===== config.mk =====
export PLATFORM = sky130hd
export DESIGN_NAME = control_fsm
export DESIGN_NICKNAME = d
export VERILOG_FILES = /design/src/rtl/ctrl_pkg.sv /design/src/rtl/alu_decoder.sv /design/src/rtl/control_fsm.sv
export SDC_FILE = /design/constraint.sdc
export NUM_CORES = 1
export LEC_CHECK = 0
export ABC_AREA = 1
export CORE_MARGIN = 3
export CORE_UTILIZATION = 41
export DETAILED_ROUTE_END_ITERATION = 6
export MAX_ROUTING_LAYER = met4
export PLACE_DENSITY = 0.95
export SYNTH_ARGS = -nofsm -noshare
export SYNTH_HDL_FRONTEND = slang
export SYNTH_SLANG_ARGS = --single-unit

===== constraint.sdc =====
create_clock -name clk -period 2.62 [get_ports clk]
set_clock_uncertainty 0.05 [all_clocks]
set_input_delay 0.393 -clock clk [delete_from_list [all_inputs] [get_ports clk]]
set_output_delay 0.393 -clock clk [all_outputs]
set_load 0.02 [all_outputs]

===== src/rtl/ctrl_pkg.sv =====
// Shared encodings for the multicycle control unit: states, ALU ops, opcodes and mux selects.
// Latency: n/a (types and constants only).
// Backpressure: n/a.
package ctrl_pkg;

    typedef enum logic [4:0] {
        FETCH,
        FETCH_WAIT,
        DECODE,
        EXEC_R,
        EXEC_I,
        EXEC_LUI,
        WB_ALU,
        ADDR,
        MEM_WRITE,
        MEM_READ,
        MEM_WAIT,
        MEM_WB,
        BR_CMP,
        BR_UPD,
        JAL_LINK,
        JAL_WB,
        JALR_LINK,
        JALR_JUMP,
        HALT
    } state_t;

    typedef enum logic [3:0] {
        ALU_ADD = 4'd0,
        ALU_SUB = 4'd1,
        ALU_AND = 4'd2,
        ALU_OR  = 4'd3,
        ALU_XOR = 4'd4,
        ALU_SLL = 4'd5,
        ALU_SRL = 4'd6,
        ALU_SRA = 4'd7,
        ALU_SLT = 4'd8
    } alu_op_t;

    // Major opcodes; anything not listed here (SYSTEM included) stops the core
    localparam logic [6:0] OP_R      = 7'h33;
    localparam logic [6:0] OP_IMM    = 7'h13;
    localparam logic [6:0] OP_LUI    = 7'h37;
    localparam logic [6:0] OP_LOAD   = 7'h03;
    localparam logic [6:0] OP_STORE  = 7'h23;
    localparam logic [6:0] OP_BRANCH = 7'h63;
    localparam logic [6:0] OP_JAL    = 7'h6F;
    localparam logic [6:0] OP_JALR   = 7'h67;

    // Branch funct3 codes
    localparam logic [2:0] F3_BEQ = 3'b000;
    localparam logic [2:0] F3_BNE = 3'b001;
    localparam logic [2:0] F3_BLT = 3'b100;
    localparam logic [2:0] F3_BGE = 3'b101;

    // ALU operand A select
    localparam logic [1:0] SRCA_PC   = 2'd0;
    localparam logic [1:0] SRCA_A    = 2'd1;
    localparam logic [1:0] SRCA_ZERO = 2'd2;

    // ALU operand B select
    localparam logic [1:0] SRCB_B       = 2'd0;
    localparam logic [1:0] SRCB_FOUR    = 2'd1;
    localparam logic [1:0] SRCB_IMM     = 2'd2;
    localparam logic [1:0] SRCB_IMM_SH2 = 2'd3;

    // PC source select
    localparam logic PCSRC_ALU_RES = 1'b0;
    localparam logic PCSRC_ALU_OUT = 1'b1;

    // Register writeback source select
    localparam logic [1:0] MTR_ALU_OUT = 2'd0;
    localparam logic [1:0] MTR_MEM     = 2'd1;
    localparam logic [1:0] MTR_PC      = 2'd2;

    // Load/store width splice codes
    localparam logic [1:0] SPLICE_D = 2'd0;
    localparam logic [1:0] SPLICE_W = 2'd1;
    localparam logic [1:0] SPLICE_H = 2'd2;
    localparam logic [1:0] SPLICE_B = 2'd3;

    // Width code from funct3; the unsigned-load bit (funct3[2]) does not change width
    function automatic logic [1:0] splice_sel(input logic [2:0] funct3);
        logic [1:0] sel;
        case (funct3[1:0])
            2'b11:   sel = SPLICE_D;
            2'b10:   sel = SPLICE_W;
            2'b01:   sel = SPLICE_H;
            default: sel = SPLICE_B;
        endcase
        return sel;
    endfunction

endpackage


===== src/rtl/alu_decoder.sv =====
// ALU operation decode for R-type and OP-IMM instructions from opcode/funct3/funct7[5].
// Latency: combinational, zero cycles.
// Backpressure: none; pure function of its inputs.
module alu_decoder
    import ctrl_pkg::*;
(
    input  logic [6:0] opcode,
    input  logic [2:0] funct3,
    input  logic       funct7_b5,
    output logic [3:0] alu_op
);

    // funct7[5] picks SUB only for register-register ops; for immediates it is an imm bit
    always_comb begin
        alu_op = ALU_ADD;
        if (opcode == OP_R || opcode == OP_IMM) begin
            case (funct3)
                3'b000:  alu_op = (opcode == OP_R && funct7_b5) ? ALU_SUB : ALU_ADD;
                3'b001:  alu_op = ALU_SLL;
                3'b010:  alu_op = ALU_SLT;
                3'b100:  alu_op = ALU_XOR;
                3'b101:  alu_op = funct7_b5 ? ALU_SRA : ALU_SRL;
                3'b110:  alu_op = ALU_OR;
                3'b111:  alu_op = ALU_AND;
                default: alu_op = ALU_ADD;
            endcase
        end
    end

endmodule


===== src/rtl/control_fsm.sv =====
// Multicycle control FSM for the RV64 subset datapath; decodes IR and compare flags into datapath controls.
// Latency: 5 cycles per instruction, 7 for loads; control outputs are Moore-decoded from state and IR.
// Backpressure: none; memories have fixed latency, and HALT holds until reset.
module control_fsm
    import ctrl_pkg::*;
(
    input  logic        clk,
    input  logic        reset,
    input  logic [31:0] instruction,
    input  logic        alu_equal,
    input  logic        alu_less,
    output logic        PCWrite,
    output logic        PCWriteCond,
    output logic        PCWriteState,
    output logic        PCSource,
    output logic [1:0]  ALUSrcA,
    output logic [1:0]  ALUSrcB,
    output logic [3:0]  ALUOp,
    output logic        LoadAOut,
    output logic        RegWrite,
    output logic        LoadRegA,
    output logic        LoadRegB,
    output logic [1:0]  MemToReg,
    output logic [1:0]  LoadSplice,
    output logic [1:0]  StoreSplice,
    output logic        DMemOp,
    output logic        LoadMDR,
    output logic        IMemRead,
    output logic        IRWrite,
    output logic        halt
);

    state_t     state;
    logic       taken_q;
    logic       inc;
    logic [6:0] opcode;
    logic [2:0] funct3;
    logic       funct7_b5;
    logic [3:0] dec_alu_op;
    logic       unused_ir_bits;

    assign opcode    = instruction[6:0];
    assign funct3    = instruction[14:12];
    assign funct7_b5 = instruction[30];

    // Register numbers and immediates are consumed by the datapath, not here
    assign unused_ir_bits = ^{instruction[31], instruction[29:15], instruction[11:7]};

    alu_decoder u_alu_decoder (
        .opcode    (opcode),
        .funct3    (funct3),
        .funct7_b5 (funct7_b5),
        .alu_op    (dec_alu_op)
    );

    // Sequencing: state advance, opcode dispatch and branch-outcome capture
    always_ff @(posedge clk or posedge reset) begin
        if (reset) begin
            state   <= FETCH;
            taken_q <= 1'b0;
        end else begin
            unique case (state)
                FETCH:      state <= FETCH_WAIT;
                FETCH_WAIT: state <= DECODE;
                DECODE: begin
                    case (opcode)
                        OP_R:               state <= EXEC_R;
                        OP_IMM:             state <= EXEC_I;
                        OP_LUI:             state <= EXEC_LUI;
                        OP_LOAD, OP_STORE:  state <= ADDR;
                        OP_BRANCH:          state <= BR_CMP;
                        OP_JAL:             state <= JAL_LINK;
                        OP_JALR:            state <= JALR_LINK;
                        default:            state <= HALT;
                    endcase
                end
                EXEC_R, EXEC_I, EXEC_LUI: state <= WB_ALU;
                WB_ALU:     state <= FETCH;
                ADDR:       state <= (opcode == OP_LOAD) ? MEM_READ : MEM_WRITE;
                MEM_WRITE:  state <= FETCH;
                MEM_READ:   state <= MEM_WAIT;
                MEM_WAIT:   state <= MEM_WB;
                MEM_WB:     state <= FETCH;
                BR_CMP: begin
                    state <= BR_UPD;
                    case (funct3)
                        F3_BEQ:  taken_q <= alu_equal;
                        F3_BNE:  taken_q <= ~alu_equal;
                        F3_BLT:  taken_q <= alu_less;
                        F3_BGE:  taken_q <= ~alu_less;
                        default: state   <= HALT;
                    endcase
                end
                BR_UPD:     state <= FETCH;
                JAL_LINK:   state <= JAL_WB;
                JAL_WB:     state <= FETCH;
                JALR_LINK:  state <= JALR_JUMP;
                JALR_JUMP:  state <= FETCH;
                HALT:       state <= HALT;
                default:    state <= HALT;
            endcase
        end
    end

    // Moore control decode; everything is forced low while reset is held
    always_comb begin
        PCWrite     = 1'b0;
        PCWriteCond = 1'b0;
        PCSource    = PCSRC_ALU_RES;
        ALUSrcA     = SRCA_PC;
        ALUSrcB     = SRCB_B;
        ALUOp       = ALU_ADD;
        LoadAOut    = 1'b0;
        RegWrite    = 1'b0;
        LoadRegA    = 1'b0;
        LoadRegB    = 1'b0;
        MemToReg    = MTR_ALU_OUT;
        LoadSplice  = SPLICE_D;
        StoreSplice = SPLICE_D;
        DMemOp      = 1'b0;
        LoadMDR     = 1'b0;
        IMemRead    = 1'b0;
        IRWrite     = 1'b0;
        halt        = 1'b0;
        inc         = 1'b0;
        if (!reset) begin
            unique case (state)
                FETCH:      IMemRead = 1'b1;
                FETCH_WAIT: IRWrite  = 1'b1;
                DECODE: begin
                    // Operand latch plus speculative branch/JAL target into alu_out
                    LoadRegA = 1'b1;
                    LoadRegB = 1'b1;
                    ALUSrcA  = SRCA_PC;
                    ALUSrcB  = SRCB_IMM;
                    ALUOp    = ALU_ADD;
                    LoadAOut = 1'b1;
                end
                EXEC_R: begin
                    ALUSrcA  = SRCA_A;
                    ALUSrcB  = SRCB_B;
                    ALUOp    = dec_alu_op;
                    LoadAOut = 1'b1;
                end
                EXEC_I: begin
                    ALUSrcA  = SRCA_A;
                    ALUSrcB  = SRCB_IMM;
                    ALUOp    = dec_alu_op;
                    LoadAOut = 1'b1;
                end
                EXEC_LUI: begin
                    ALUSrcA  = SRCA_ZERO;
                    ALUSrcB  = SRCB_IMM;
                    ALUOp    = ALU_ADD;
                    LoadAOut = 1'b1;
                end
                WB_ALU: begin
                    RegWrite = 1'b1;
                    MemToReg = MTR_ALU_OUT;
                    inc      = 1'b1;
                end
                ADDR: begin
                    ALUSrcA  = SRCA_A;
                    ALUSrcB  = SRCB_IMM;
                    ALUOp    = ALU_ADD;
                    LoadAOut = 1'b1;
                end
                MEM_WRITE: begin
                    DMemOp      = 1'b1;
                    StoreSplice = splice_sel(funct3);
                    inc         = 1'b1;
                end
                MEM_READ: begin
                    // Data memory read in flight; nothing to drive
                end
                MEM_WAIT:   LoadMDR = 1'b1;
                MEM_WB: begin
                    RegWrite   = 1'b1;
                    MemToReg   = MTR_MEM;
                    LoadSplice = splice_sel(funct3);
                    inc        = 1'b1;
                end
                BR_CMP: begin
                    ALUSrcA = SRCA_A;
                    ALUSrcB = SRCB_B;
                    ALUOp   = ALU_SUB;
                end
                BR_UPD: begin
                    // Taken: PC <= target already held in alu_out since DECODE
                    if (taken_q) begin
                        PCWriteCond = 1'b1;
                        PCSource    = PCSRC_ALU_OUT;
                    end else begin
                        inc = 1'b1;
                    end
                end
                JAL_LINK: begin
                    PCWrite  = 1'b1;
                    PCSource = PCSRC_ALU_OUT;
                    ALUSrcA  = SRCA_PC;
                    ALUSrcB  = SRCB_FOUR;
                    ALUOp    = ALU_ADD;
                    LoadAOut = 1'b1;
                end
                JAL_WB: begin
                    RegWrite = 1'b1;
                    MemToReg = MTR_ALU_OUT;
                end
                JALR_LINK: begin
                    ALUSrcA  = SRCA_PC;
                    ALUSrcB  = SRCB_FOUR;
                    ALUOp    = ALU_ADD;
                    LoadAOut = 1'b1;
                end
                JALR_JUMP: begin
                    // Target from A latched in DECODE, so rd==rs1 cannot corrupt it
                    ALUSrcA  = SRCA_A;
                    ALUSrcB  = SRCB_IMM;
                    ALUOp    = ALU_ADD;
                    PCSource = PCSRC_ALU_RES;
                    PCWrite  = 1'b1;
                    RegWrite = 1'b1;
                    MemToReg = MTR_ALU_OUT;
                end
                HALT:       halt = 1'b1;
                default:    halt = 1'b1;
            endcase
            if (inc) begin
                ALUSrcA  = SRCA_PC;
                ALUSrcB  = SRCB_FOUR;
                ALUOp    = ALU_ADD;
                PCSource = PCSRC_ALU_RES;
                PCWrite  = 1'b1;
            end
        end
    end

    // PC write enable seen by the datapath: unconditional or resolved-taken branch
    assign PCWriteState = PCWrite | (PCWriteCond & taken_q);

endmodule


==> flow_summary_export.csv <==
group,metric,value,unit
timing,min_period_over_period,95.3,%
global_routing,antenna_found_initial,0,
clock_network,clockRootBuffer,"clkbuf_4",
routing,drt.antenna.violating_nets,0,
setup_path,worstSetupPathType,"flip-flop to output pin",
synthesis,synth_cell_types,25,
layout,nets,294,
synthesis,yosys.area.top_type_share,18.0,%
setup_path,r2r-start,"state[1]$_DFF_PP0_",
die,die_w,57.0,um
placement,gp_congestion,0.972,
routing,drt-met1-wl,1380,um
global_routing,grt.total_usage,20.7,%
global_routing,grt_pass1_vias,1316,
clock_network,cts_buffer_depth,2,
setup_path,path_max_fanout,9,
hold_path,hold_class,"flip-flop to flip-flop",
power,power_density,163,nW/um^2
die,rows,17,
placement,dp_hpwl,2580,um
synthesis,avgSynthCellArea,5.19,um^2
timing,slew_violations,0,
setup_path,cp.required,2.18,ns
synthesis,synth.top_cells.by_area,"nand2_1, dfrtp_1, nor2_1, inv_1, nand3_1",
power,finalPower,264,uW
synthesis,synth_seq_cells,6,
routing,met3_length,201,um
timing,hold_viol_final,0,
clock_network,cts_max_level,1,
routing,drc,0,
setup_path,cp-start-kind,"flip-flop",
die,fp.dieH,57.0,um
clock_network,clock_sinks,6,
placement,port_buffers,40,
global_routing,grt_overflow,0,
status,status,"finished clean",
synthesis,synthCells,205,
die,start_util,45.5,%
synthesis,yosysTopAreaCell,"nand2_1",
clock_network,cts_tree,"built",
die,core-area,2340,um^2
timing,setup_viol_count_final,0,
setup_path,reg2reg_slack,1.00,ns
setup_path,worstSetupEndpointType,"output pin",
layout,area_growth,52.2,%
die,die-area,3240,um^2
hold_path,hold_path.startpoint,"taken_q$_DFFE_PP0P_",
timing,finalCriticalPeriod,2.50,ns
hold_path,hold_depth,2,
die,io_pins,63,
clock_network,cts_made_buffers,3,
routing,vias_per_cell,5.00,
global_routing,grt_max_degree,22,
clock_network,clock_latency,0.26,ns
synthesis,synth_seq_area_share,14.1,%
layout,drive_gt1_share,14.1,%
routing,drt_iter0_markers,63,
routing,finalWirelength,3160,um
flow_run,drv_cap,0,
routing,wl_met2,1560,um
clock_network,ctsHoldBuffers,0,
power,power_leakage,0.974,nW
layout,instances_no_fill,284,
routing,firstDrtPassIters,4,
placement,dp_cells,280,
setup_path,r2r_end,"state[4]$_DFF_PP0_",
routing,top_layer_used,"met4",
routing,num_vias,1419,
hold_path,holdPathEnd,"taken_q$_DFFE_PP0P_",
routing,wl_per_cell,11.1,um
power,ir_drop,0.130,mV
layout,n_antenna_cell,0,
synthesis,ys.warnings.count,0,
setup_path,reg2reg_depth,8,
setup_path,cp.arrival,2.06,ns
synthesis,synth_nets,241,
clock_network,clk_pin_slew,0.05,ns
synthesis,syn_area,1060,um^2
timing,fmaxAchievable,0.400,GHz
global_routing,grt_pass1_wl,5280,um
[cell families after synthesis]
logic type      after synthesis  share of synthesized area [%]
compound gates               17                           9.40
buf+inv                      40                           14.9
flops                         6                           14.1
other cells                   1                          0.352
simple gates                141                           61.2
[registers in the layout, summed over array words and instances, names as in the netlist]
name / flops
state: 5
taken_q: 1
[cell usage in the layout, fill, tap and decap left out, drive strengths merged]
| cell type | count |
|---|---|
| nand3b | 2 |
| nor3 | 10 |
| inv | 34 |
| nand4 | 3 |
| o21ai | 6 |
| nand2 | 55 |
| conb | 1 |
| dlygate4sd2 | 3 |
| buf | 14 |
| a22oi | 1 |
| o22ai | 1 |
| a41oi | 2 |
| or2 | 1 |
| a21oi | 7 |
| nor2 | 44 |
| clkbuf | 3 |
| nand3 | 25 |
| nor3b | 1 |
| dlymetal6s2s | 8 |
| dfrtp | 6 |
| clkdlybuf4s50 | 29 |
[area by class of cell]
| type | count | area, um^2 |
|---|---|---|
| Clock buffer | 3 | 22.5 |
| Fill cell | 206 | 719 |
| Inverter | 34 | 130 |
| Multi-Input combinational cell | 159 | 761 |
| Sequential cell | 6 | 150 |
| Tap cell | 28 | 35.0 |
| Timing Repair Buffer | 54 | 522 |
[metrics by stage]
stage	setup slack [ns]	cell area, um^2	utilization, %	hold WS (ns)	TNS, ns
after floorplan	0.792	1060	-	0.151	0
after global placement	-0.00223	1570	67.0	0.541	-0.00223
after detailed placement	-0.0166	1570	67.0	0.554	-0.0247
after CTS	0.0317	1590	67.8	0.565	0
after global routing	-0.0278	1620	69.3	0.641	-0.0438
final	0.122	1620	69.3	0.573	0
[per-layer routing]
| layer | up-vias | GRT usage [%] |
|---|---|---|
| met3 | 3 | 2.94 |
| met4 | 0 | 8.28 |
| met5 | - | - |
| li1 | 756 | - |
| met2 | 60 | 34.6 |
| met1 | 600 | 24.9 |
[how the worst max path moves through the flow]
| stage | from | endpoint | slack, ns | cells after the start |
|---|---|---|---|---|
| floorplan | state[4]$_DFF_PP0_ | PCWriteState | 0.79 | 9 |
| global placement | instruction[0] | ALUOp[0] | -0.002 | 10 |
| detailed placement | instruction[1] | ALUOp[2] | -0.02 | 9 |
| CTS | state[4]$_DFF_PP0_ | ALUOp[3] | 0.03 | 9 |
| global route | state[1]$_DFF_PP0_ | halt | -0.03 | 9 |
| finish | state[4]$_DFF_PP0_ | PCSource | 0.12 | 8 |
[Yosys cell counts]
cell type,n
nand2_1,51
nor2_1,39
inv_1,30
nand3_1,20
nor3_1,10
a21oi_1,6
dfrtp_1,6
o21ai_0,6
nand3_2,5
inv_2,4
nand2_2,4
clkbuf_1,3
nand4_1,3
nor2_2,3
a41oi_1,2
buf_4,2
nand3b_1,2
nor2_4,2
a21oi_2,1
a22oi_1,1
buf_2,1
conb_1,1
nor3b_1,1
o22ai_1,1
or2_0,1
[critical path: stages, from the launching register on]
cell,delay [ns]
dfrtp_1,0.44
inv_4,0.14
nand3_2,0.10
inv_1,0.15
nand2_1,0.10
inv_2,0.09
nand2_2,0.06
a21oi_1,0.12
clkdlybuf4s50_1,0.61
[power breakdown]
part | leakage (nW) | total, mW | internal, mW | switching (mW)
sequential | 0.0705 | 0.0949 | 0.0941 | 0.000783
clock | 0.0138 | 0.0884 | 0.0520 | 0.0364
combinational | 0.890 | 0.0809 | 0.0403 | 0.0406
total | 0.974 | 0.264 | 0.186 | 0.0778
[timing repair]
item | CTS | global route
gates resized for setup | 3 | 10
pin swaps | 0 | 1
buffers inserted | 0 | 1
setup endpoints to repair | 3 | 9
(Power assumes the default switching activity.)
